==> config.mk <==
export PLATFORM = sky130hd
export DESIGN_NAME = bus_arbiter_flat
export DESIGN_NICKNAME = d
export VERILOG_FILES = /design/src/rtl/bus_pkg.sv /design/src/rtl/bus_arbiter_if.sv /design/src/rtl/bus_addr_decoder.sv /design/src/rtl/bus_arbiter.sv /design/src/flat_wrapper.sv
export SDC_FILE = /design/constraint.sdc
export NUM_CORES = 1
export LEC_CHECK = 0
export CORE_AREA = 5 5 156 158
export DETAILED_ROUTE_END_ITERATION = 7
export DIE_AREA = 0 0 161 163
export GPL_TIMING_DRIVEN = 0
export PLACE_DENSITY_LB_ADDON = 0.05
export SKIP_CTS_REPAIR_TIMING = 1
export SKIP_LAST_GASP = 1
export SYNTH_ARGS = -nofsm -noshare
export SYNTH_HDL_FRONTEND = slang
export SYNTH_SLANG_ARGS = --single-unit
export TNS_END_PERCENT = 1
==> constraint.sdc <==
create_clock -name clk_i -period 4 [get_ports clk_i]
set_input_delay 1 -clock clk_i [delete_from_list [all_inputs] [get_ports clk_i]]
set_output_delay 1 -clock clk_i [all_outputs]
set_load 0.02 [all_outputs]
==> src/rtl/bus_pkg.sv <==
// Shared types and constants for the two-master peripheral bus arbiter.
//   state_e        : arbiter sequencer states
//   REGION_*       : addr[31:28] values of the four slave regions
//   CE_*           : one-hot chip-enable codes, bit order {eram, uart, sram, urom}
//   SLV_*          : bit index of each slave inside the chip-enable vector
//   bus_payload_t  : request payload latched into the bus registers
package bus_pkg;

    localparam int unsigned ADDR_W = 32;
    localparam int unsigned DATA_W = 32;
    localparam int unsigned HB_W   = 2;
    localparam int unsigned CE_W   = 4;
    localparam int unsigned CNT_W  = 16;
    localparam int unsigned REG_W  = 4;

    typedef enum logic [1:0] {
        ST_IDLE   = 2'd0,
        ST_ACTIVE = 2'd1,
        ST_RESP   = 2'd2
    } state_e;

    localparam logic [REG_W-1:0] REGION_UROM = 4'h0;
    localparam logic [REG_W-1:0] REGION_SRAM = 4'h1;
    localparam logic [REG_W-1:0] REGION_UART = 4'h2;
    localparam logic [REG_W-1:0] REGION_ERAM = 4'h3;

    localparam logic [CE_W-1:0] CE_NONE = 4'b0000;
    localparam logic [CE_W-1:0] CE_UROM = 4'b0001;
    localparam logic [CE_W-1:0] CE_SRAM = 4'b0010;
    localparam logic [CE_W-1:0] CE_UART = 4'b0100;
    localparam logic [CE_W-1:0] CE_ERAM = 4'b1000;

    localparam logic [1:0] SLV_UROM = 2'd0;
    localparam logic [1:0] SLV_SRAM = 2'd1;
    localparam logic [1:0] SLV_UART = 2'd2;
    localparam logic [1:0] SLV_ERAM = 2'd3;

    typedef struct packed {
        logic [ADDR_W-1:0] addr;
        logic [DATA_W-1:0] wdata;
        logic              we;
        logic [HB_W-1:0]   hb;
    } bus_payload_t;

endpackage

==> src/rtl/bus_arbiter_if.sv <==
// Signal bundle between the two bus masters, the arbiter and the slaves.
//   m0_* / m1_*        : master request payload in, completion/rdata/err out
//   bus_*_o            : registered request towards the slaves
//   bus_gnt_i, *_data_i: slave grant (ORed) and per-slave read data
// Modport master is the arbiter's view; modport slave is the environment's view.
interface bus_arbiter_if;
    import bus_pkg::*;

    logic              m0_req_i;
    logic [ADDR_W-1:0] m0_addr_i;
    logic [DATA_W-1:0] m0_wdata_i;
    logic              m0_we_i;
    logic [HB_W-1:0]   m0_hb_i;
    logic              m0_gnt_o;
    logic [DATA_W-1:0] m0_rdata_o;
    logic              m0_err_o;

    logic              m1_req_i;
    logic [ADDR_W-1:0] m1_addr_i;
    logic [DATA_W-1:0] m1_wdata_i;
    logic              m1_we_i;
    logic [HB_W-1:0]   m1_hb_i;
    logic              m1_gnt_o;
    logic [DATA_W-1:0] m1_rdata_o;
    logic              m1_err_o;

    logic              bus_req_o;
    logic [ADDR_W-1:0] bus_addr_o;
    logic [DATA_W-1:0] bus_wdata_o;
    logic              bus_we_o;
    logic [HB_W-1:0]   bus_hb_o;
    logic [CE_W-1:0]   bus_ce_o;
    logic              bus_gnt_i;

    logic [DATA_W-1:0] urom_data_i;
    logic [DATA_W-1:0] sram_data_i;
    logic [DATA_W-1:0] uart_data_i;
    logic [DATA_W-1:0] eram_data_i;

    modport master (
        input  m0_req_i, m0_addr_i, m0_wdata_i, m0_we_i, m0_hb_i,
        output m0_gnt_o, m0_rdata_o, m0_err_o,
        input  m1_req_i, m1_addr_i, m1_wdata_i, m1_we_i, m1_hb_i,
        output m1_gnt_o, m1_rdata_o, m1_err_o,
        output bus_req_o, bus_addr_o, bus_wdata_o, bus_we_o, bus_hb_o, bus_ce_o,
        input  bus_gnt_i,
        input  urom_data_i, sram_data_i, uart_data_i, eram_data_i
    );

    modport slave (
        output m0_req_i, m0_addr_i, m0_wdata_i, m0_we_i, m0_hb_i,
        input  m0_gnt_o, m0_rdata_o, m0_err_o,
        output m1_req_i, m1_addr_i, m1_wdata_i, m1_we_i, m1_hb_i,
        input  m1_gnt_o, m1_rdata_o, m1_err_o,
        input  bus_req_o, bus_addr_o, bus_wdata_o, bus_we_o, bus_hb_o, bus_ce_o,
        output bus_gnt_i,
        output urom_data_i, sram_data_i, uart_data_i, eram_data_i
    );

endinterface

==> src/rtl/bus_addr_decoder.sv <==
// Peripheral address decoder: top address nibble to one-hot chip enable.
//   region_i : addr[31:28]
//   ce_c_o   : one-hot {eram, uart, sram, urom}, zero on a miss (combinational)
//   hit_c_o  : region maps to a slave (combinational)
module bus_addr_decoder
    import bus_pkg::*;
(
    input  logic [REG_W-1:0] region_i,
    output logic [CE_W-1:0]  ce_c_o,
    output logic             hit_c_o
);

    always_comb begin
        ce_c_o  = CE_NONE;
        hit_c_o = 1'b1;
        case (region_i)
            REGION_UROM: ce_c_o = CE_UROM;
            REGION_SRAM: ce_c_o = CE_SRAM;
            REGION_UART: ce_c_o = CE_UART;
            REGION_ERAM: ce_c_o = CE_ERAM;
            default:     hit_c_o = 1'b0;
        endcase
    end

endmodule

==> src/rtl/bus_arbiter.sv <==
// Two-master round-robin arbiter and sequencer for the peripheral bus.
//   clk_i, rst_ni : clock, asynchronous active-low reset
//   bif           : master requests/completions, registered bus request,
//                   slave grant and slave read data (see bus_arbiter_if)
// TIMEOUT_CYCLES bounds the ACTIVE cycles spent waiting for a slave grant.
module bus_arbiter
    import bus_pkg::*;
#(
    parameter int unsigned TIMEOUT_CYCLES = 255
) (
    input  logic          clk_i,
    input  logic          rst_ni,
    bus_arbiter_if.master bif
);

    localparam logic [CNT_W-1:0] TIMEOUT_CNT = CNT_W'(TIMEOUT_CYCLES);

    state_e            state_q, state_d;
    logic              prio_q, prio_d;     // 1: m1 favoured on a tie
    logic              win_q, win_d;       // index of the master being served
    logic              miss_q, miss_d;
    logic [CNT_W-1:0]  cnt_q, cnt_d;
    bus_payload_t      pay_q, pay_d;
    logic              bus_req_q, bus_req_d;
    logic [CE_W-1:0]   ce_q, ce_d;
    logic              m0_gnt_q, m0_gnt_d, m1_gnt_q, m1_gnt_d;
    logic              m0_err_q, m0_err_d, m1_err_q, m1_err_d;
    logic [DATA_W-1:0] m0_rdata_q, m0_rdata_d, m1_rdata_q, m1_rdata_d;

    logic              sel_m1;
    bus_payload_t      sel_pay;
    logic [CE_W-1:0]   dec_ce;
    logic              dec_hit;
    logic [CNT_W-1:0]  cnt_inc;
    logic [DATA_W-1:0] slv_rdata;
    logic              resp_fire;
    logic              resp_err;
    logic [DATA_W-1:0] resp_rdata;

    // Winner select: a lone requester always wins, a tie goes to the pointer.
    always_comb begin
        if (bif.m0_req_i && bif.m1_req_i) begin
            sel_m1 = prio_q;
        end else begin
            sel_m1 = bif.m1_req_i;
        end
        if (sel_m1) begin
            sel_pay.addr  = bif.m1_addr_i;
            sel_pay.wdata = bif.m1_wdata_i;
            sel_pay.we    = bif.m1_we_i;
            sel_pay.hb    = bif.m1_hb_i;
        end else begin
            sel_pay.addr  = bif.m0_addr_i;
            sel_pay.wdata = bif.m0_wdata_i;
            sel_pay.we    = bif.m0_we_i;
            sel_pay.hb    = bif.m0_hb_i;
        end
    end

    bus_addr_decoder u_dec (
        .region_i (sel_pay.addr[ADDR_W-1 -: REG_W]),
        .ce_c_o   (dec_ce),
        .hit_c_o  (dec_hit)
    );

    // Read data of the slave currently enabled.
    always_comb begin
        slv_rdata = '0;
        if (ce_q[SLV_UROM]) begin
            slv_rdata = bif.urom_data_i;
        end else if (ce_q[SLV_SRAM]) begin
            slv_rdata = bif.sram_data_i;
        end else if (ce_q[SLV_UART]) begin
            slv_rdata = bif.uart_data_i;
        end else if (ce_q[SLV_ERAM]) begin
            slv_rdata = bif.eram_data_i;
        end
    end

    assign cnt_inc = cnt_q + CNT_W'(1);

    // Sequencer next state. A decode miss spends one ACTIVE cycle with the bus
    // idle so its error response arrives with the same latency as a hit.
    always_comb begin
        state_d    = state_q;
        prio_d     = prio_q;
        win_d      = win_q;
        miss_d     = miss_q;
        cnt_d      = cnt_q;
        pay_d      = pay_q;
        bus_req_d  = bus_req_q;
        ce_d       = ce_q;
        resp_fire  = 1'b0;
        resp_err   = 1'b0;
        resp_rdata = '0;

        case (state_q)
            ST_IDLE: begin
                if (bif.m0_req_i || bif.m1_req_i) begin
                    win_d     = sel_m1;
                    pay_d     = sel_pay;
                    miss_d    = ~dec_hit;
                    bus_req_d = dec_hit;
                    ce_d      = dec_ce;
                    cnt_d     = '0;
                    state_d   = ST_ACTIVE;
                end
            end
            ST_ACTIVE: begin
                cnt_d = cnt_inc;
                if (miss_q) begin
                    resp_fire = 1'b1;
                    resp_err  = 1'b1;
                end else if (bif.bus_gnt_i) begin
                    resp_fire  = 1'b1;
                    resp_rdata = slv_rdata;
                end else if (cnt_inc == TIMEOUT_CNT) begin
                    resp_fire = 1'b1;
                    resp_err  = 1'b1;
                end
                if (resp_fire) begin
                    bus_req_d = 1'b0;
                    ce_d      = CE_NONE;
                    state_d   = ST_RESP;
                end
            end
            ST_RESP: begin
                prio_d  = ~win_q;
                cnt_d   = '0;
                state_d = ST_IDLE;
            end
            default: begin
                bus_req_d = 1'b0;
                ce_d      = CE_NONE;
                state_d   = ST_IDLE;
            end
        endcase

        m0_gnt_d   = resp_fire && !win_q;
        m0_err_d   = resp_fire && !win_q && resp_err;
        m0_rdata_d = (resp_fire && !win_q) ? resp_rdata : '0;
        m1_gnt_d   = resp_fire && win_q;
        m1_err_d   = resp_fire && win_q && resp_err;
        m1_rdata_d = (resp_fire && win_q) ? resp_rdata : '0;
    end

    // State and output registers.
    always_ff @(posedge clk_i or negedge rst_ni) begin
        if (!rst_ni) begin
            state_q    <= ST_IDLE;
            prio_q     <= 1'b0;
            win_q      <= 1'b0;
            miss_q     <= 1'b0;
            cnt_q      <= '0;
            pay_q      <= '0;
            bus_req_q  <= 1'b0;
            ce_q       <= CE_NONE;
            m0_gnt_q   <= 1'b0;
            m0_err_q   <= 1'b0;
            m0_rdata_q <= '0;
            m1_gnt_q   <= 1'b0;
            m1_err_q   <= 1'b0;
            m1_rdata_q <= '0;
        end else begin
            state_q    <= state_d;
            prio_q     <= prio_d;
            win_q      <= win_d;
            miss_q     <= miss_d;
            cnt_q      <= cnt_d;
            pay_q      <= pay_d;
            bus_req_q  <= bus_req_d;
            ce_q       <= ce_d;
            m0_gnt_q   <= m0_gnt_d;
            m0_err_q   <= m0_err_d;
            m0_rdata_q <= m0_rdata_d;
            m1_gnt_q   <= m1_gnt_d;
            m1_err_q   <= m1_err_d;
            m1_rdata_q <= m1_rdata_d;
        end
    end

    assign bif.bus_req_o   = bus_req_q;
    assign bif.bus_ce_o    = ce_q;
    assign bif.bus_addr_o  = pay_q.addr;
    assign bif.bus_wdata_o = pay_q.wdata;
    assign bif.bus_we_o    = pay_q.we;
    assign bif.bus_hb_o    = pay_q.hb;
    assign bif.m0_gnt_o    = m0_gnt_q;
    assign bif.m0_err_o    = m0_err_q;
    assign bif.m0_rdata_o  = m0_rdata_q;
    assign bif.m1_gnt_o    = m1_gnt_q;
    assign bif.m1_err_o    = m1_err_q;
    assign bif.m1_rdata_o  = m1_rdata_q;

endmodule
==> src/flat_wrapper.sv <==
// flat-port wrapper written by rule: the top's interface ports become plain ports
module bus_arbiter_flat import bus_pkg::*;
#(
    parameter int unsigned TIMEOUT_CYCLES = 255
)
  (clk_i, rst_ni, bif_m0_req_i, bif_m0_addr_i, bif_m0_wdata_i, bif_m0_we_i, bif_m0_hb_i, bif_m0_gnt_o, bif_m0_rdata_o, bif_m0_err_o, bif_m1_req_i, bif_m1_addr_i, bif_m1_wdata_i, bif_m1_we_i, bif_m1_hb_i, bif_m1_gnt_o, bif_m1_rdata_o, bif_m1_err_o, bif_bus_req_o, bif_bus_addr_o, bif_bus_wdata_o, bif_bus_we_o, bif_bus_hb_o, bif_bus_ce_o, bif_bus_gnt_i, bif_urom_data_i, bif_sram_data_i, bif_uart_data_i, bif_eram_data_i);
  bus_arbiter_if bif_i ();
  input  logic clk_i;
  input  logic rst_ni;
  input wire logic [$bits(bif_i.m0_req_i)-1:0] bif_m0_req_i;
  input wire logic [$bits(bif_i.m0_addr_i)-1:0] bif_m0_addr_i;
  input wire logic [$bits(bif_i.m0_wdata_i)-1:0] bif_m0_wdata_i;
  input wire logic [$bits(bif_i.m0_we_i)-1:0] bif_m0_we_i;
  input wire logic [$bits(bif_i.m0_hb_i)-1:0] bif_m0_hb_i;
  output wire logic [$bits(bif_i.m0_gnt_o)-1:0] bif_m0_gnt_o;
  output wire logic [$bits(bif_i.m0_rdata_o)-1:0] bif_m0_rdata_o;
  output wire logic [$bits(bif_i.m0_err_o)-1:0] bif_m0_err_o;
  input wire logic [$bits(bif_i.m1_req_i)-1:0] bif_m1_req_i;
  input wire logic [$bits(bif_i.m1_addr_i)-1:0] bif_m1_addr_i;
  input wire logic [$bits(bif_i.m1_wdata_i)-1:0] bif_m1_wdata_i;
  input wire logic [$bits(bif_i.m1_we_i)-1:0] bif_m1_we_i;
  input wire logic [$bits(bif_i.m1_hb_i)-1:0] bif_m1_hb_i;
  output wire logic [$bits(bif_i.m1_gnt_o)-1:0] bif_m1_gnt_o;
  output wire logic [$bits(bif_i.m1_rdata_o)-1:0] bif_m1_rdata_o;
  output wire logic [$bits(bif_i.m1_err_o)-1:0] bif_m1_err_o;
  output wire logic [$bits(bif_i.bus_req_o)-1:0] bif_bus_req_o;
  output wire logic [$bits(bif_i.bus_addr_o)-1:0] bif_bus_addr_o;
  output wire logic [$bits(bif_i.bus_wdata_o)-1:0] bif_bus_wdata_o;
  output wire logic [$bits(bif_i.bus_we_o)-1:0] bif_bus_we_o;
  output wire logic [$bits(bif_i.bus_hb_o)-1:0] bif_bus_hb_o;
  output wire logic [$bits(bif_i.bus_ce_o)-1:0] bif_bus_ce_o;
  input wire logic [$bits(bif_i.bus_gnt_i)-1:0] bif_bus_gnt_i;
  input wire logic [$bits(bif_i.urom_data_i)-1:0] bif_urom_data_i;
  input wire logic [$bits(bif_i.sram_data_i)-1:0] bif_sram_data_i;
  input wire logic [$bits(bif_i.uart_data_i)-1:0] bif_uart_data_i;
  input wire logic [$bits(bif_i.eram_data_i)-1:0] bif_eram_data_i;
  assign bif_i.m0_req_i = bif_m0_req_i;
  assign bif_i.m0_addr_i = bif_m0_addr_i;
  assign bif_i.m0_wdata_i = bif_m0_wdata_i;
  assign bif_i.m0_we_i = bif_m0_we_i;
  assign bif_i.m0_hb_i = bif_m0_hb_i;
  assign bif_m0_gnt_o = bif_i.m0_gnt_o;
  assign bif_m0_rdata_o = bif_i.m0_rdata_o;
  assign bif_m0_err_o = bif_i.m0_err_o;
  assign bif_i.m1_req_i = bif_m1_req_i;
  assign bif_i.m1_addr_i = bif_m1_addr_i;
  assign bif_i.m1_wdata_i = bif_m1_wdata_i;
  assign bif_i.m1_we_i = bif_m1_we_i;
  assign bif_i.m1_hb_i = bif_m1_hb_i;
  assign bif_m1_gnt_o = bif_i.m1_gnt_o;
  assign bif_m1_rdata_o = bif_i.m1_rdata_o;
  assign bif_m1_err_o = bif_i.m1_err_o;
  assign bif_bus_req_o = bif_i.bus_req_o;
  assign bif_bus_addr_o = bif_i.bus_addr_o;
  assign bif_bus_wdata_o = bif_i.bus_wdata_o;
  assign bif_bus_we_o = bif_i.bus_we_o;
  assign bif_bus_hb_o = bif_i.bus_hb_o;
  assign bif_bus_ce_o = bif_i.bus_ce_o;
  assign bif_i.bus_gnt_i = bif_bus_gnt_i;
  assign bif_i.urom_data_i = bif_urom_data_i;
  assign bif_i.sram_data_i = bif_sram_data_i;
  assign bif_i.uart_data_i = bif_uart_data_i;
  assign bif_i.eram_data_i = bif_eram_data_i;
  bus_arbiter #(.TIMEOUT_CYCLES(TIMEOUT_CYCLES)) u_core (.clk_i(clk_i), .rst_ni(rst_ni), .bif(bif_i));
endmodule
* After elaboration in Yosys (flattened, before gate mapping)
Index checks and enable logic that the tools add are counted.
Operators by class: $add $sub $neg 1, equal/unequal tests 8, muxes and demuxes 32, bitwise operators 3, reduce and logical (&&, ||, !) cells 15
Operator list (number):
- $mux 32 | 9
- $mux 67 | 1
- $pmux 16 s3 | 1
- $add 16x1->16 const B | 1
- $eq 16x8->1 const B | 1
- $mux 16 | 1
- $pmux 4 s4 | 1
- $mux 1 | 12
- $pmux 4 s3 | 1
- $eq 4x2->1 const B | 2
- $mux 4 | 2
- $reduce_and 2->1 | 3
- $logic_and 1x1->1 | 5
- $eq 4x1->1 const B | 1
- $logic_not 4->1 | 1
- $mux 2 | 2
- $ne 2x1->1 const B | 2
- $pmux 2 s2 | 1
- $reduce_or 4->1 | 1
- $not 1->1 | 3
- $pmux 1 s3 | 1
- $reduce_and 3->1 | 1
- $reduce_bool 3->1 | 1
- $eq 2x1->1 const B | 1
- other kinds (4) | 4
Word-level totals: register bits 161, input port bits 267, output and inout port bits 140

* Longest topological paths before layout
Gate-level depths: netlist of the first run.
depth in word-level cells 9, gate-level depth with buffers 8, gate-level depth less buffers 7

* Hierarchy
From an unflattened synthesis of the first run, not the netlist that was laid out.
Second synthesis, totals: cells, all modules 766, area, all modules 7551.0 µm²
By module, submodules not included:
- bus_arbiter | times used 1, cells an instance 761, area each 7511.0 µm², seq. area each 4028.9 µm²
- bus_addr_decoder | times used 1, cells an instance 5, area each 40.0 µm², seq. area each 0.0 µm²

* Least setup slack after synthesis of the first run
OpenSTA, ideal clock, no wires.
kind in2reg, from input port bif_m0_req_i, to register u_core.ce_q[2], in the netlist u_core.bif.bus_ce_o[2], setup time 0.076 ns, data arrival time 2.081 ns, path slack 1.842 ns, stages 6, buffers on the path 0, path through inv_1 > o21ai_0 > or4b_2 > a21boi_0 > nand3_1 > o21ai_1
On the way: word-level cells in the longest chain between the ends 7
Ends and longest elaborated chain:
- from (decl) | RTL line flat_wrapper.sv:10 | input wire logic [$bits(bif_i.m0_req_i)-1:0] bif_m0_req_i;
- $logic_and 1x1->1 | RTL line bus_arbiter.sv:42 | if (bif.m0_req_i && bif.m1_req_i) begin
- $mux 1 | RTL line bus_arbiter.sv:42
- $mux 67 | RTL line bus_arbiter.sv:47 | if (sel_m1) begin
- $eq 4x2->1 (tied with other cells) | RTL line bus_addr_decoder.sv:16 | case (region_i)
- $pmux 4 s4 | RTL line bus_addr_decoder.sv:16
- $mux 4 | RTL line bus_arbiter.sv:99 | if (bif.m0_req_i || bif.m1_req_i) begin
- $pmux 4 s3 | RTL line bus_arbiter.sv:97 | case (state_q)
- to (signal assigned) | RTL line bus_arbiter.sv:157 | ce_q <= CE_NONE;
- to (signal assigned) | RTL line bus_arbiter.sv:172 | ce_q <= ce_d;
- to (decl) | RTL line bus_arbiter.sv:25 | logic [CE_W-1:0] ce_q, ce_d;
Parallel ways exist; a longest one is shown, timed or not. The select of a mux whose other input is x is not followed. A chain may end at the register's enable or synchronous reset.

* Worst setup path in the final report of the first run
from input port bif_m1_req_i, to register u_core.bus_req_q, in the netlist u_core.bif.bus_req_o
On the way: word-level cells in the longest chain between the ends 8
Ends and longest elaborated chain:
- from (decl) | RTL line flat_wrapper.sv:18 | input wire logic [$bits(bif_i.m1_req_i)-1:0] bif_m1_req_i;
- $logic_and 1x1->1 | RTL line bus_arbiter.sv:42
- $mux 1 | RTL line bus_arbiter.sv:42
- $mux 67 | RTL line bus_arbiter.sv:47
- $eq 4x2->1 (tied with other cells) | RTL line bus_addr_decoder.sv:16
- $reduce_or 4->1 (no source line)
- $mux 1 | RTL line bus_addr_decoder.sv:16
- $mux 1 | RTL line bus_arbiter.sv:99
- $pmux 1 s3 | RTL line bus_arbiter.sv:97
- to (signal assigned) | RTL line bus_arbiter.sv:171 | bus_req_q <= bus_req_d;
- to (decl) | RTL line bus_arbiter.sv:24 | logic bus_req_q, bus_req_d;
Parallel ways exist; a longest one is shown, timed or not. The select of a mux whose other input is x is not followed.

==> results.json, run 1 <==
{
  "status": "finished, final reports clean",
  "synth.distinct_cells": 46,
  "ant_nets": 0,
  "gp_congestion": 0.8321,
  "peakVddDrop_mv": 0.3227,
  "track_usage": 0.2204,
  "grt_pass1_wl_um": 44240,
  "min_period_ps": 2734,
  "synth_edf_count": 0,
  "die_area_mm2": 0.02624,
  "fill_cells": 2113,
  "totalWireLength_um": 29850,
  "path_class": "in -> reg",
  "yosys.area_share.adder": 0.003392,
  "async_flop_share": 1.000,
  "fin_worst_skew_ps": 12.56,
  "slowest_stage": "clkdlybuf4s50_1",
  "core_area_mm2": 0.02298,
  "finalPower_mw": 6.883,
  "grt_setup_unrepaired": "false",
  "synth_compound_area_frac": 0.1455,
  "synthesis.instances": 766,
  "clock_latency_ps": 420,
  "timing.critical_path.fanout_max": 10,
  "setup_tns_ps": 0,
  "cp.arrival_ps": 3000,
  "clock_path_buffers": 2,
  "ys_warn_count": 0,
  "synthesis.area_mm2": 0.007377,
  "report.final.hold_viol_count": 0,
  "drive_gt1_frac": 0.04979,
  "syn_nets": 1035,
  "multi_input_area_mm2": 0.003073,
  "cellPowerDensity_mw_per_mm2": 551.1,
  "clkTransAtPathRegs_ps": 60,
  "initial_core_util": 0.3210,
  "worst_pin_slew_ps": 605.5,
  "die_w_um": 161,
  "muxShareOfSynthArea": 0.09515,
  "htree_levels": 4,
  "end_kind": "flip-flop",
  "grt_overflow_total": 0,
  "io_buffers": 406,
  "p_leak_nw": 5.348,
  "slew_viol_final": 0,
  "drt_first_pass_iters": 4,
  "numCtsBuffers": 17,
  "cts_root_buf": "clkbuf_16",
  "dr.first_iter.drc_count": 428,
  "synthToLayoutAreaGrowth_pct": 69.28,
  "avgSynthCellArea_um2": 9.631,
  "path_common_cell": "buf_2",
  "clock-sinks": 161,
  "grt_pass1_vias": 7341,
  "yosysSeqAreaShare": 0.5461,
  "wire_per_inst_um": 19.90,
  "cp_cell_sequence": "clkdlybuf4s50_1, o21ai_1, buf_2, buf_2, clkbuf_1, o22ai_1",
  "dp_hpwl_um": 24050,
  "cts_tree": "built",
  "max_slew_margin": 0.5963,
  "critical-path-max-stage-delay_ps": 450,
  "period_share": 0.6835,
  "cp-start-kind": "input pin",
  "synth_seq_cells": 161,
  "row_count": 56,
  "synth_top_family_by_area": "simple AND/OR/NAND/NOR gates",
  "synth_ff_type": "dfrtp_1",
  "yosys.area_share.simple": 0.1642,
  "fmax_mhz": 365.7,
  "io_pins": 407,
  "antenna_found_initial": 6,
  "dieHeight_um": 163,
  "hp-class": "reg -> reg",
  "drc_errors": 0,
  "avgViaCountPerCell": 4.836,
  "cp_top_family": "buffers and inverters",
  "path_buf_inv": 4,
  "num_vias": 7254,
  "grt_max_degree": 109,
  "synth_xor_area_frac": 0.008311,
  "final_nets": 1461,
  "cap_violations": 0,
  "cp.required_ps": 4270,
  "regArea_mm2": 0.004029,
  "setup-violations-final": 0
}
==> path summary, 6_finish.rpt <==
check	from	endpoint	slack (ps)	cells past startpoint
max	bif_m1_req_i	u_core.bif.bus_req_o$_DFFE_PN0P_	1270	6
min	u_core.bif.bus_wdata_o[21]$_DFFE_PN0P_	u_core.bif.bus_wdata_o[21]$_DFFE_PN0P_	480	2
max reg2reg	u_core.cnt_q[0]$_DFFE_PN0P_	u_core.bif.bus_ce_o[1]$_DFFE_PN0P_	1640	7
min reg2reg	u_core.bif.bus_wdata_o[21]$_DFFE_PN0P_	u_core.bif.bus_wdata_o[21]$_DFFE_PN0P_	480	2
max in group asynchronous	rst_ni	u_core.state_q[0]$_DFFE_PN0P_	2620	2
min in group asynchronous	rst_ni	u_core.bif.m1_rdata_o[16]$_DFF_PN0_	490	1
==> cell usage after synthesis (all sizes together) (3+ instances only) <==
cell,instances,share of area
xor2,5,0.0059
inv,9,0.0046
nand2,89,0.045
buf,14,0.010
and3,4,0.0034
clkbuf,44,0.023
nand3,11,0.0081
dfrtp,161,0.55
o21ai,100,0.068
nand4,8,0.0076
a21oi,38,0.026
mux2i,69,0.094
a221oi,31,0.037
o31ai,3,0.0031
nor2,113,0.057
nor3,38,0.028
and2,4,0.0034
==> placed cells by master, fill, tap and decap left out, types with 2 or more instances in the layout <==
cell type / netlist / routed
nor3_1: 35 / 35
nand4_1: 7 / 7
clkbuf_8: 0 / 2
o21ai_1: 4 / 4
clkinv_2: 0 / 2
o31ai_1: 3 / 3
buf_4: 2 / 2
bufinv_16: 0 / 4
xor2_1: 5 / 5
clkbuf_16: 0 / 17
ha_1: 2 / 2
clkdlybuf4s50_1: 0 / 405
clkinv_4: 0 / 6
o22ai_1: 2 / 2
xnor2_1: 2 / 2
nand3_1: 10 / 10
and2_1: 3 / 3
nor2_1: 113 / 113
clkbuf_1: 43 / 44
nand2_1: 89 / 89
nor3_2: 3 / 3
o21ai_0: 96 / 96
diode_2: 0 / 5
a21oi_1: 37 / 37
and3_1: 4 / 4
nor2b_1: 2 / 2
inv_1: 9 / 9
dfrtp_1: 161 / 161
buf_2: 12 / 12
mux2i_1: 69 / 69
a221oi_1: 31 / 31
==> area by class of cell <==
| type | count | share of cell area |
|---|---|---|
| well taps | 290 | 0.02906 |
| clock buffers | 20 | 0.03657 |
| clock inverters | 12 | 0.01463 |
| plain buffers | 58 | 0.01934 |
| repair buffers | 407 | 0.3280 |
| flip-flops and latches | 161 | 0.3226 |
| diodes | 5 | 0.001002 |
| multi-input cells | 538 | 0.2461 |
| inverters | 9 | 0.002705 |
==> logic make-up after synthesis <==
kind of cell / Yosys count
compound gates: 182
flops: 161
fa+ha+maj: 2
xor+xnor: 7
simple gates: 277
mux: 70
buf+inv: 67
==> power breakdown <==
part | switching [mW] | internal [mW] | total [mW] | leakage (nW)
clock | 0.666 | 1.08 | 1.75 | 0.314
sequential | 0.228 | 2.03 | 2.25 | 2.12
combinational | 1.63 | 1.24 | 2.88 | 2.91
total | 2.53 | 4.35 | 6.88 | 5.35
==> layer usage <==
metal / vias to the layer above / global-route usage / share of wire
met5: - / 0 / 0.00044
met4: 2 / 0.06979 / 0.022
met1: 3411 / 0.2481 / 0.38
met3: 35 / 0.08074 / 0.084
met2: 274 / 0.3903 / 0.51
li1: 3532 / - / -
==> tightest hold or removal path, delay by kind of cell (launching register included) <==
kind	cells	cell delay [ps]
compound gates	1	60
simple gates	1	50
flops	1	340
==> stage by stage <==
stage / hold WS, ps / util / area (um2) / worst slack, ps / std cells
floorplan: 467.5 / - / 7377 / 1842 / 766
global placement: 462.0 / 0.5136 / 11800 / -4776 / 1462
detailed placement: 470.3 / 0.5150 / 11840 / 821.4 / 1463
CTS: 483.6 / 0.5428 / 12480 / 1273 / 1495
global route: 498.4 / 0.5434 / 12490 / 1095 / 1500
finish: 479.2 / 0.5434 / 12490 / 1266 / 1500
==> registers in the layout, indices dropped and copies added, names as in the netlist, 2 cells and up <==
signal and cells:
u_core.bif.m0_rdata_o 32, u_core.bif.bus_wdata_o 32, u_core.bif.bus_hb_o 2, u_core.bif.m1_rdata_o 32, u_core.state_q 2, u_core.bif.bus_ce_o 4, u_core.bif.bus_addr_o 32, u_core.cnt_q 16
Note: power is estimated with default switching activity, not from simulation.
==> run 2, diff against run 1 <==
--- a/config.mk
+++ b/config.mk
@@ -5,9 +5,9 @@
 export SDC_FILE = /design/constraint.sdc
 export NUM_CORES = 1
 export LEC_CHECK = 0
-export CORE_AREA = 5 5 156 158
+export CORE_AREA = 5 5 157 159
 export DETAILED_ROUTE_END_ITERATION = 7
-export DIE_AREA = 0 0 161 163
+export DIE_AREA = 0 0 162 164
 export GPL_TIMING_DRIVEN = 0
 export PLACE_DENSITY_LB_ADDON = 0.05
 export SKIP_CTS_REPAIR_TIMING = 1
==> constraint.sdc (replaced) <==
create_clock -name clk_i -period 2.8 [get_ports clk_i]
set_input_delay 0.7 -clock clk_i [delete_from_list [all_inputs] [get_ports clk_i]]
set_output_delay 0.7 -clock clk_i [all_outputs]
set_load 0.02 [all_outputs]
==> run 2 against run 1 <==
  * Via count decreased by 1.6%
  * Non-clock buffer count unchanged
  * Clock skew increased by 1.1 ps
  * Worst setup slack got worse by 870 ps
  * Utilization decreased by 0.64 points
  * Register-to-register slack got worse by 1200 ps
  * Critical path type unchanged
  * Largest power group unchanged
==> results.json, run 2 (synthesized netlist as in run 1, its figures left out) <==
{
  "status": "finished, final reports clean",
  "final_common_cell": "clkdlybuf4s50_1",
  "regArea_mm2": 0.004029,
  "initial_core_util": 0.3190,
  "dieHeight_um": 164,
  "clkTransAtPathRegs_ps": 70,
  "path_buf_inv": 4,
  "die_area_mm2": 0.02657,
  "rr_endpoint": "u_core.bif.bus_ce_o[1]$_DFFE_PN0P_",
  "numCtsBuffers": 17,
  "max_slew_margin": 0.6081,
  "grt_overflow_total": 0,
  "report.final.hold_viol_count": 0,
  "period_share": 0.8600,
  "synthToLayoutAreaGrowth_pct": 68.32,
  "cellPowerDensity_mw_per_mm2": 769.9,
  "drc_errors": 0,
  "die_w_um": 162,
  "critPathLaunch": "bif_m0_req_i",
  "fmax_mhz": 415.3,
  "clock_path_buffers": 2,
  "cp.arrival_ps": 2750,
  "grt_max_degree": 98,
  "row_count": 56,
  "multi_input_area_mm2": 0.003073,
  "dp_hpwl_um": 23960,
  "fin_cells": 1501,
  "worst_pin_slew_ps": 587.8,
  "cp.required_ps": 3140,
  "peakVddDrop_mv": 0.4324,
  "track_usage": 0.2191,
  "post-place-ws_ps": -31.99,
  "fin_area_mm2": 0.01242,
  "reg2reg_setup_slack_ps": 430,
  "cts_tree": "built",
  "most-common-layout-cells": "clkdlybuf4s50_1, dfrtp_1, nor2_1, o21ai_0, nand2_1",
  "fill_cells": 2174,
  "utilization": 0.5370,
  "final_nets": 1461,
  "ant_nets": 0,
  "avgViaCountPerCell": 4.757,
  "drt_first_pass_iters": 4,
  "p_leak_nw": 5.302,
  "place_inst": 1463,
  "core_area_mm2": 0.02312,
  "fin_ws_ps": 392.1,
  "setup-violations-final": 0,
  "crit_cells": 9,
  "path_class": "in -> reg",
  "grt_pass1_wl_um": 43990,
  "critical-path-max-stage-delay_ps": 520,
  "slew_viol_final": 0,
  "wire_per_inst_um": 19.78,
  "rr_startpoint": "u_core.cnt_q[0]$_DFFE_PN0P_",
  "cts_root_buf": "clkbuf_16",
  "setup_tns_ps": 0,
  "antenna_found_initial": 6,
  "htree_levels": 4,
  "min_period_ps": 2408,
  "postPlaceCellArea_mm2": 0.01184,
  "crit_end": "u_core.bif.bus_ce_o[2]$_DFFE_PN0P_",
  "totalWireLength_um": 29690,
  "grt_setup_unrepaired": "false",
  "fin_worst_skew_ps": 13.67,
  "cp-start-kind": "input pin",
  "slowest_stage": "clkdlybuf4s50_1",
  "gp_congestion": 0.8444,
  "end_kind": "flip-flop",
  "worst_r2r_path_depth": 7,
  "num_vias": 7140,
  "dr.first_iter.drc_count": 324,
  "hold_slack_ps": 192.3,
  "cap_violations": 0,
  "clock_latency_ps": 430,
  "grt_pass1_vias": 7415,
  "cp_cell_sequence": "clkdlybuf4s50_1, inv_1, o21ai_0, buf_2, buf_2, nand3_1, a21boi_0, nand3_1, o21ai_1",
  "hp-class": "in -> async",
  "clock-sinks": 161,
  "io_buffers": 406,
  "io_pins": 407,
  "drive_gt1_frac": 0.04813,
  "timing.critical_path.fanout_max": 10,
  "cp_top_family": "buffers and inverters",
  "finalPower_mw": 9.559
}
run 2: changes by cell type in the layout (fill, tap and decap cells not counted):
cell and delta:
clkbuf_1 +2, diode_2 +1, inv_6 +3, clkinv_2 -1
clkinvlp_4 +3, clkinv_4 -4, bufinv_16 -3
run 2: cell type report:
class,instances,area share
Sequential cell,161,0.3245
Inverter,9,0.002721
Antenna cell,6,0.001209
Clock buffer,22,0.03738
Timing Repair Buffer,407,0.3299
Tap cell,290,0.02922
Multi-Input combinational cell,538,0.2475
Buffer,58,0.01945
Clock inverter,10,0.008162
run 2: worst min path at each step:
stage,slack (ps),cells after the start,start,end
6_report,190,1,rst_ni,u_core.bif.bus_wdata_o[19]$_DFFE_PN0P_
5_1_grt,230,1,rst_ni,u_core.bif.bus_wdata_o[19]$_DFFE_PN0P_
4_1_cts,220,1,rst_ni,u_core.bif.bus_wdata_o[19]$_DFFE_PN0P_
3_5_place_dp,470,2,u_core.bif.bus_addr_o[27]$_DFFE_PN0P_,u_core.bif.bus_addr_o[27]$_DFFE_PN0P_
3_3_place_gp,460,2,u_core.bif.bus_wdata_o[30]$_DFFE_PN0P_,u_core.bif.bus_wdata_o[30]$_DFFE_PN0P_
2_1_floorplan,400,0,rst_ni,u_core.bif.bus_addr_o[0]$_DFFE_PN0P_
run 2: worst reg2reg max path: stages (launching register included):
cell and delay [ps]:
dfrtp_1 490, ha_1 330, nand4_2 170, nor3_2 340
mux2i_1 510, a21o_1 190, a21oi_2 60, o32ai_1 160
run 2: power by group:
group | total (mW) | switching, mW | internal (mW)
logic | 4.10 | 2.32 | 1.78
registers | 3.22 | 0.327 | 2.89
clock network | 2.24 | 0.958 | 1.28
run 2: per-layer routing:
layer	wire (um)	share of wire	track usage
met3	2465	0.083	0.07930
met4	766	0.026	0.08343
met5	13	0.00044	0
met2	15360	0.52	0.3898
met1	11080	0.37	0.2395
==> run 3, diff against run 2 <==
--- a/config.mk
+++ b/config.mk
@@ -5,6 +5,7 @@
 export SDC_FILE = /design/constraint.sdc
 export NUM_CORES = 1
 export LEC_CHECK = 0
+export ABC_AREA = 1
 export CORE_AREA = 5 5 157 159
 export DETAILED_ROUTE_END_ITERATION = 7
 export DIE_AREA = 0 0 162 164
==> run 3 against run 2 <==
  * Sequential power about the same
  * Worst hold slack better by 20 ps
  * Cell area up 1.7%
  * Utilization up 0.94 points
  * Wire length up 9.3%
  * Cell count up 9.5%
  * Global-route usage up 1.7 points
  * Non-clock buffer count up 6
  * Power up 5.5%
  * Clock power up 7%
  * Flip-flop and latch count unchanged
  * First-iteration DRC count up 17%
==> results.json, run 3 <==
{
  "htree_levels": 4,
  "totalWireLength_um": 32460,
  "synth_top_area_share": 0.5326,
  "cp.arrival_ps": 2830,
  "max_slew_margin": 0.5838,
  "setup_tns_ps": 0,
  "setup-violations-final": 0,
  "initial_core_util": 0.3272,
  "row_count": 56,
  "synth_top_cell_by_area": "dfrtp_1",
  "drive_gt1_frac": 0.04225,
  "synth_edf_count": 0,
  "yosysMostFrequentCell": "a21oi_1",
  "postPlaceCellArea_mm2": 0.01202,
  "grt_setup_unrepaired": "false",
  "timing.critical_path.fanout_max": 10,
  "drc_errors": 0,
  "avgSynthCellArea_um2": 8.313,
  "worst_pin_slew_ps": 624.4,
  "rr_startpoint": "u_core.state_q[1]$_DFFE_PN0P_",
  "synth.area.top_cells": "dfrtp_1, a21oi_1, nor2_1",
  "dp_hpwl_um": 25440,
  "io_buffers": 406,
  "report.final.hold_viol_count": 0,
  "drt_first_pass_iters": 4,
  "cts_tree": "built",
  "fin_area_mm2": 0.01263,
  "die_w_um": 162,
  "antenna_found_initial": 7,
  "grt_overflow_total": 0,
  "critPathLaunch": "u_core.state_q[1]$_DFFE_PN0P_",
  "synth_ff_type": "dfrtp_1",
  "cp.required_ps": 3150,
  "ys_warn_count": 0,
  "async_flop_share": 1.000,
  "ant_nets": 0,
  "synthesis.area_mm2": 0.007565,
  "wire_per_inst_um": 19.74,
  "peakVddDrop_mv": 0.5081,
  "gp_congestion": 0.8582,
  "place_inst": 1607,
  "dieHeight_um": 164,
  "dr.first_iter.drc_count": 378,
  "clock_path_buffers": 2,
  "track_usage": 0.2365,
  "num_vias": 8183,
  "grt_max_degree": 88,
  "path_class": "reg -> reg",
  "worst_r2r_path_depth": 6,
  "fin_cells": 1644,
  "synth.distinct_cells": 26,
  "end_kind": "flip-flop",
  "synthToLayoutAreaGrowth_pct": 67.00,
  "syn_nets": 1179,
  "synth_common_cells": "a21oi_1, nor2_1, dfrtp_1",
  "most-common-layout-cells": "clkdlybuf4s50_1, a21oi_1, nor2_1, dfrtp_1, nand2_1",
  "min_period_ps": 2481,
  "final_common_cell": "clkdlybuf4s50_1",
  "core_area_mm2": 0.02312,
  "p_leak_nw": 5.126,
  "grt_pass1_wl_um": 48320,
  "clock-sinks": 161,
  "synth_seq_cells": 161,
  "status": "finished, final reports clean",
  "avgViaCountPerCell": 4.977,
  "die_area_mm2": 0.02657,
  "hold_slack_ps": 212.7,
  "finalPower_mw": 10.08,
  "grt_pass1_vias": 8327,
  "clock_latency_ps": 430,
  "fin_worst_skew_ps": 13.72,
  "final_nets": 1605,
  "hp-class": "in -> async",
  "fmax_mhz": 403.1,
  "io_pins": 407,
  "cap_violations": 0,
  "period_share": 0.8860,
  "clkTransAtPathRegs_ps": 70,
  "numCtsBuffers": 17,
  "cts_root_buf": "clkbuf_16",
  "cp-start-kind": "flip-flop",
  "yosysSeqAreaShare": 0.5326,
  "synthesis.instances": 910,
  "cellPowerDensity_mw_per_mm2": 798.1,
  "slew_viol_final": 0
}
-- run 3: changes by cell type after synthesis, moves of 11 or more --
cell      previous run  this run
a221oi_1            31         0
o31ai_1              3        32
o211ai_1             0        32
a21oi_1             37       192
nor2_1             113       175
clkbuf_1            43        54
nand2_1             89       140
nor3_1              35         5
buf_2               12         0
mux2i_1             69         0
inv_1                9        36
o21ai_0             96        19
-- run 3: worst max-delay path, stage by stage, from the launching register on --
cell and delay, ps:
dfrtp_1 410, nor2_1 490, inv_1 210, nor2_1 380, clkbuf_1 480, o211ai_1 270, nor2_1 170
-- run 3: layout make-up --
cell class                      instances  area [um2]
Antenna cell                            5       12.51
Buffer                                 64       285.3
Clock buffer                           18       439.2
Clock inverter                         14       153.9
Fill cell                            2147       10490
Inverter                               37       138.9
Multi-Input combinational cell        648        3115
Sequential cell                       161        4029
Tap cell                              290       362.8
Timing Repair Buffer                  407        4096
-- run 3: kinds of logic (layout without fill, tap and decap cells) --
kind of cell    after synthesis  count (layout)  share of synthesized area
simple gates                357             357                     0.1924
compound gates              288             288                     0.2145
flops                       161             161                     0.5326
buf+inv                     101             540                    0.05607
fa+ha+maj                     2               2                   0.003307
xor+xnor                      1               1                   0.001158
other cells                   0               5                          0
-- run 3: per-layer routing --
layer | up-vias | GRT usage | share of wire
li1 | 3924 | - | -
met1 | 3884 | 0.2697 | 0.38
met2 | 317 | 0.4070 | 0.50
met3 | 52 | 0.08808 | 0.089
met4 | 6 | 0.08766 | 0.026
met5 | - | 0 | 0.0013
-- run 3: where the power goes --
group / total, mW / switching [mW] / internal (mW) / leakage (nW)
clock: 2.39 / 1.04 / 1.35 / 0.284
sequential: 3.24 / 0.338 / 2.91 / 2.05
combinational: 4.45 / 2.58 / 1.87 / 2.79
-- run 3: metrics by stage --
stage	util	setup WS, ps
6_report	0.5464	319.1
5_1_grt	0.5463	44.54
4_1_cts	0.5457	225.7
3_5_place_dp	0.5200	-202.4
3_3_place_gp	0.5186	-6033
2_1_floorplan	-	866.4
-- run 3: final timing paths --
check / end / slack [ps]
setup / recovery: u_core.bif.m0_rdata_o[25]$_DFF_PN0_ / 320
hold / removal: u_core.bif.m0_rdata_o[25]$_DFF_PN0_ / 210
setup reg to reg: u_core.bif.m0_rdata_o[25]$_DFF_PN0_ / 320
hold reg to reg: u_core.bif.bus_addr_o[29]$_DFFE_PN0P_ / 490
max in group asynchronous: u_core.bif.bus_addr_o[1]$_DFFE_PN0P_ / 1750
min in group clk_i: u_core.bif.bus_addr_o[29]$_DFFE_PN0P_ / 490
